`config.mk`:
```
export PLATFORM = sky130hd
export DESIGN_NAME = alu_arbiter
export DESIGN_NICKNAME = d
export VERILOG_FILES = /design/src/rtl/alu_arbiter.sv
export SDC_FILE = /design/constraint.sdc
export NUM_CORES = 1
export LEC_CHECK = 0
export ABC_AREA = 1
export CORE_MARGIN = 5
export CORE_UTILIZATION = 44
export DETAILED_ROUTE_END_ITERATION = 8
export GPL_ROUTABILITY_DRIVEN = 0
export PLACE_DENSITY_LB_ADDON = 0.2
export SLEW_MARGIN = 20
export SYNTH_ARGS = -nofsm -noshare
export SYNTH_HDL_FRONTEND = slang
export SYNTH_SLANG_ARGS = --single-unit
export TNS_END_PERCENT = 1
```
`constraint.sdc`:
```
create_clock -name wb_clk_i -period 1.9 [get_ports wb_clk_i]
set_input_delay 0.19 -clock wb_clk_i [delete_from_list [all_inputs] [get_ports wb_clk_i]]
set_output_delay 0.19 -clock wb_clk_i [all_outputs]
set_load 0.005 [all_outputs]
```
`src/rtl/alu_arbiter.sv`:
```
// Two-requester round-robin front end for a shared, purely combinational 4-bit ALU.
// Exactly one operation is in flight at a time: IDLE accepts, EXEC evaluates, RESP holds the result.
module alu_arbiter (
`ifdef USE_POWER_PINS
  inout  wire        vccd1,
  inout  wire        vssd1,
`endif
  input  logic       wb_clk_i,
  input  logic       wb_rst_i,
  input  logic       req0_valid,
  input  logic       req1_valid,
  output logic       req0_ready,
  output logic       req1_ready,
  input  logic [3:0] req0_a,
  input  logic [3:0] req0_b,
  input  logic [3:0] req1_a,
  input  logic [3:0] req1_b,
  input  logic [1:0] req0_op,
  input  logic [1:0] req1_op,
  output logic       rsp0_valid,
  output logic       rsp1_valid,
  input  logic       rsp0_ready,
  input  logic       rsp1_ready,
  output logic [3:0] rsp_c,
  output logic       rsp_ovf,
  output logic [3:0] alu_a,
  output logic [3:0] alu_b,
  output logic       alu_ctrl0,
  output logic       alu_ctrl1,
  input  logic [3:0] alu_c,
  input  logic       alu_ovf,
  output logic       busy,
  output logic       grant_id,
  output logic [7:0] ops_done
);

  typedef enum logic [1:0] {IDLE, EXEC, RESP} state_t;

  state_t     r_state;
  logic       r_last;
  logic       r_grant;
  logic [3:0] r_aluA;
  logic [3:0] r_aluB;
  logic [1:0] r_aluOp;
  logic [3:0] r_rspC;
  logic       r_rspOvf;
  logic [7:0] r_opsDone;

  logic w_any;
  logic w_winner;
  logic w_accept;
  logic w_rspReady;

  // On a tie the requester that did not win last time gets the ALU.
  assign w_any      = req0_valid | req1_valid;
  assign w_winner   = (req0_valid && req1_valid) ? ~r_last : req1_valid;
  assign w_accept   = (r_state == IDLE) && w_any && !wb_rst_i;
  assign w_rspReady = r_grant ? rsp1_ready : rsp0_ready;

  assign req0_ready = w_accept && !w_winner;
  assign req1_ready = w_accept &&  w_winner;
  assign rsp0_valid = (r_state == RESP) && !r_grant;
  assign rsp1_valid = (r_state == RESP) &&  r_grant;
  assign busy       = (r_state != IDLE);
  assign grant_id   = r_grant;
  assign rsp_c      = r_rspC;
  assign rsp_ovf    = r_rspOvf;
  assign alu_a      = r_aluA;
  assign alu_b      = r_aluB;
  assign alu_ctrl0  = r_aluOp[0];
  assign alu_ctrl1  = r_aluOp[1];
  assign ops_done   = r_opsDone;

  // Pointer resets to 1 so requester 0 wins the first tie.
  always_ff @(posedge wb_clk_i) begin
    if (wb_rst_i) begin
      r_state   <= IDLE;
      r_last    <= 1'b1;
      r_grant   <= 1'b0;
      r_aluA    <= 4'd0;
      r_aluB    <= 4'd0;
      r_aluOp   <= 2'd0;
      r_rspC    <= 4'd0;
      r_rspOvf  <= 1'b0;
      r_opsDone <= 8'd0;
    end else begin
      case (r_state)
        IDLE: begin
          if (w_any) begin
            r_aluA  <= w_winner ? req1_a  : req0_a;
            r_aluB  <= w_winner ? req1_b  : req0_b;
            r_aluOp <= w_winner ? req1_op : req0_op;
            r_grant <= w_winner;
            r_last  <= w_winner;
            r_state <= EXEC;
          end
        end
        EXEC: begin
          r_rspC   <= alu_c;
          r_rspOvf <= alu_ovf;
          r_state  <= RESP;
        end
        RESP: begin
          if (w_rspReady) begin
            r_opsDone <= r_opsDone + 8'd1;
            r_state   <= IDLE;
          end
        end
        default: r_state <= IDLE;
      endcase
    end
  end

endmodule
```
==> impl_metrics.yaml <==
outcome:
  outcome: "finished, final reports clean"
cts:
  clkSinkCount: 27
  cts_hold_buf: 0
  root_buffer: "clkbuf_4"
  cts_tree: "built"
  clk_pin_slew_worst_paths_ns: 0.16
  insertion_delay_ns: 0.34
  clockBufferDepth: 2
  cts_max_level: 1
  cts_inserted_buffers: 3
synthesis:
  yosysWarnings: 0
  ys_ff_latch: 27
  synth_edf_count: 0
  yosysTopAreaCell: "dfxtp_1"
  synth_cell_types: 27
  seq_area_frac_synth: 0.4022
  post_synth_inst_count: 180
  netlist_top_cells_area: "dfxtp_1 (40%), nand2_1 (12%), nor2_1 (8.9%)"
  yosysTopAreaCellShare: 0.4022
  syn-cell-area_um2: 1344
  ys.flop_type: "dfxtp_1"
  synth.avg_cell_area_um2: 7.465
  async_reset_ff_frac: 0
  syn_nets: 212
sta:
  period_share: 0.9294
  maxSlewHeadroom: 0.8321
  clock.fmax_mhz: 566.3
  layout_min_cycle_time_ns: 1.766
  whs_ns: 0.3940
  report.final.slew_viol_count: 0
  tightest_slew_ns: 0.2515
  setup_viol: 0
  rsz0062_at_grt: "no"
  final.setup.tns_ns: 0
  hold_violations: 0
  skew_ns: 0.01438
worst_setup_path:
  critPathCaptureType: "primary output"
  crit_arrival_ns: 1.58
  crit_family: "buffers and inverters"
  critPathBufInv: 3
  critPathSlowestCell: "clkdlybuf4s50_1"
  cp_max_fo: 5
  path_class: "register to primary output"
  slowest_delay_ns: 0.50
  crit_top_cell: "inv_2"
  critical_path.startpoint_type: "register"
  worstPathCellList: "inv_2 -> nor2_4 -> inv_2 -> nor2_1 -> clkdlybuf4s50_1"
  reg2reg_slack_ns: 0.64
  crit_required_ns: 1.71
power:
  p_int_uw: 897.2
  combinationalPowerShare: 0.289
  p_switching_uw: 373.5
  p_per_area_nw_per_um2: 625.7
  p_leak_nw: 0.8757
  power_frac_seq: 0.504
  vdd_drop_max_mv: 0.3865
  clkPwrFrac: 0.208
  swShare: 0.2939
route:
  via_per_inst: 4.817
  via_count: 1344
  wl_mm: 3.193
  wl_per_cell_um: 11.44
  drc: 0
  final_antenna_net_count: 0
  firstDrtPassIters: 4
  drt_iter0_markers: 26
die:
  core_area_um2: 3003
  die_h_um: 65.27
  die_w_um: 65.27
  pin_count: 60
  die-area_um2: 4260
  placementRows: 20
  start_util: 0.4475
final_layout:
  area_delta_synth_final_pct: 51.12
  diodes: 0
  layout.nets: 279
  drive_above_1_share: 0.1748
placement:
  numPortBuffers: 59
  dp_hpwl_mm: 2.555
global_routing:
  grt_max_degree: 18
  grtUsageTotal: 0.1601
  grt_first_pass_wirelength_mm: 5.402
  grt_overflow: 0
  grt_pass1_vias: 1319
  antenna_found_initial: 0
min_path:
  hp-class: "input port to register"
flow_run:
  max_cap_violations: 0
placed cells by master (no fill, tap or decap), drive strengths merged, types with 3 or more instances in the layout:
cell           count
nand4              3
clkbuf             3
o211ai             6
dfxtp             27
inv               25
nor2              39
o21ai             14
nand2             45
buf                7
clkdlybuf4s50     57
a31oi              4
a21oi              9
registers in the layout (all words and copies together), names as in the netlist:
signal    cells
alu_a         4
r_state       2
r_last        1
rsp_c         4
grant_id      1
ops_done      8
alu_b         4
r_aluOp       2
rsp_ovf       1
per-stage QoR:
step	setup WS (ns)	instances	util	instance area [µm²]	total power [mW]
floorplan	0.7747	180	-	1344	0.8272
global placement	0.09024	274	0.6625	1989	1.018
detailed placement	0.06492	274	0.6625	1989	1.022
CTS	0.02156	279	0.6754	2028	1.284
global route	0.03872	279	0.6763	2031	1.341
finish	0.1341	279	0.6763	2031	1.271
per-layer routing:
layer	share of wire	vias up	wire [µm]	GRT usage
met5	0	-	0	0
met4	0.014	0	44	0.04663
met3	0.065	7	207	0.06154
met2	0.50	34	1593	0.2946
met1	0.42	600	1348	0.1670
li1	-	703	-	-
worst min-delay path, cell delays in order:
cell	delay (ns)
clkdlybuf4s50_1	0.39
nand2_1	0.06
a31oi_1	0.07
final cells by class:
type	instances	area (µm²)
Fill cell	274	972.2
Inverter	25	96.34
Multi-Input combinational cell	124	675.6
Clock inverter	1	7.507
Sequential cell	27	543.0
Clock buffer	3	22.52
Timing Repair Buffer	66	644.4
Tap cell	33	41.29
power groups by stage:
stage               registers [mW]  logic, mW  clock network, mW
floorplan                    0.652      0.175                  0
global route                 0.647      0.404              0.290
CTS                          0.641      0.374              0.269
global placement             0.651      0.367                  0
detailed placement           0.651      0.370                  0
finish                       0.640      0.367              0.264
synthesized netlist by cell type (2+ instances only):
cell type / count
a21oi_2: 6
nor2_4: 2
inv_2: 6
a21oi_1: 3
nand4_1: 3
nor2_1: 32
dfxtp_1: 27
o21ai_0: 11
nand2_1: 43
a31oi_1: 4
o211ai_2: 6
nor2_2: 3
inv_1: 18
o21ai_1: 2
nor2_8: 2
cells by family (layout without fill, tap and decap cells):
family	count (synthesis)	count (layout)	synth area share
flops	27	27	0.4022
fa+ha+maj	1	1	0.009309
simple gates	90	90	0.3138
buf+inv	29	95	0.09496
compound gates	33	33	0.1797
repair_timing:
item / CTS / global route
resized for setup: 3 / 1
setup endpoints to repair: 1 / 1
setup buffers: 1 / 0
path summary, 6_finish.rpt:
path / from / end / cells past startpoint
max: r_state[1] / rsp0_valid / 5
min: req0_a[1] / alu_a[1] / 3
max reg2reg: ops_done[0] / ops_done[4] / 6
min reg2reg: r_aluOp[1] / r_aluOp[1] / 2
(Power assumes the default switching activity.)
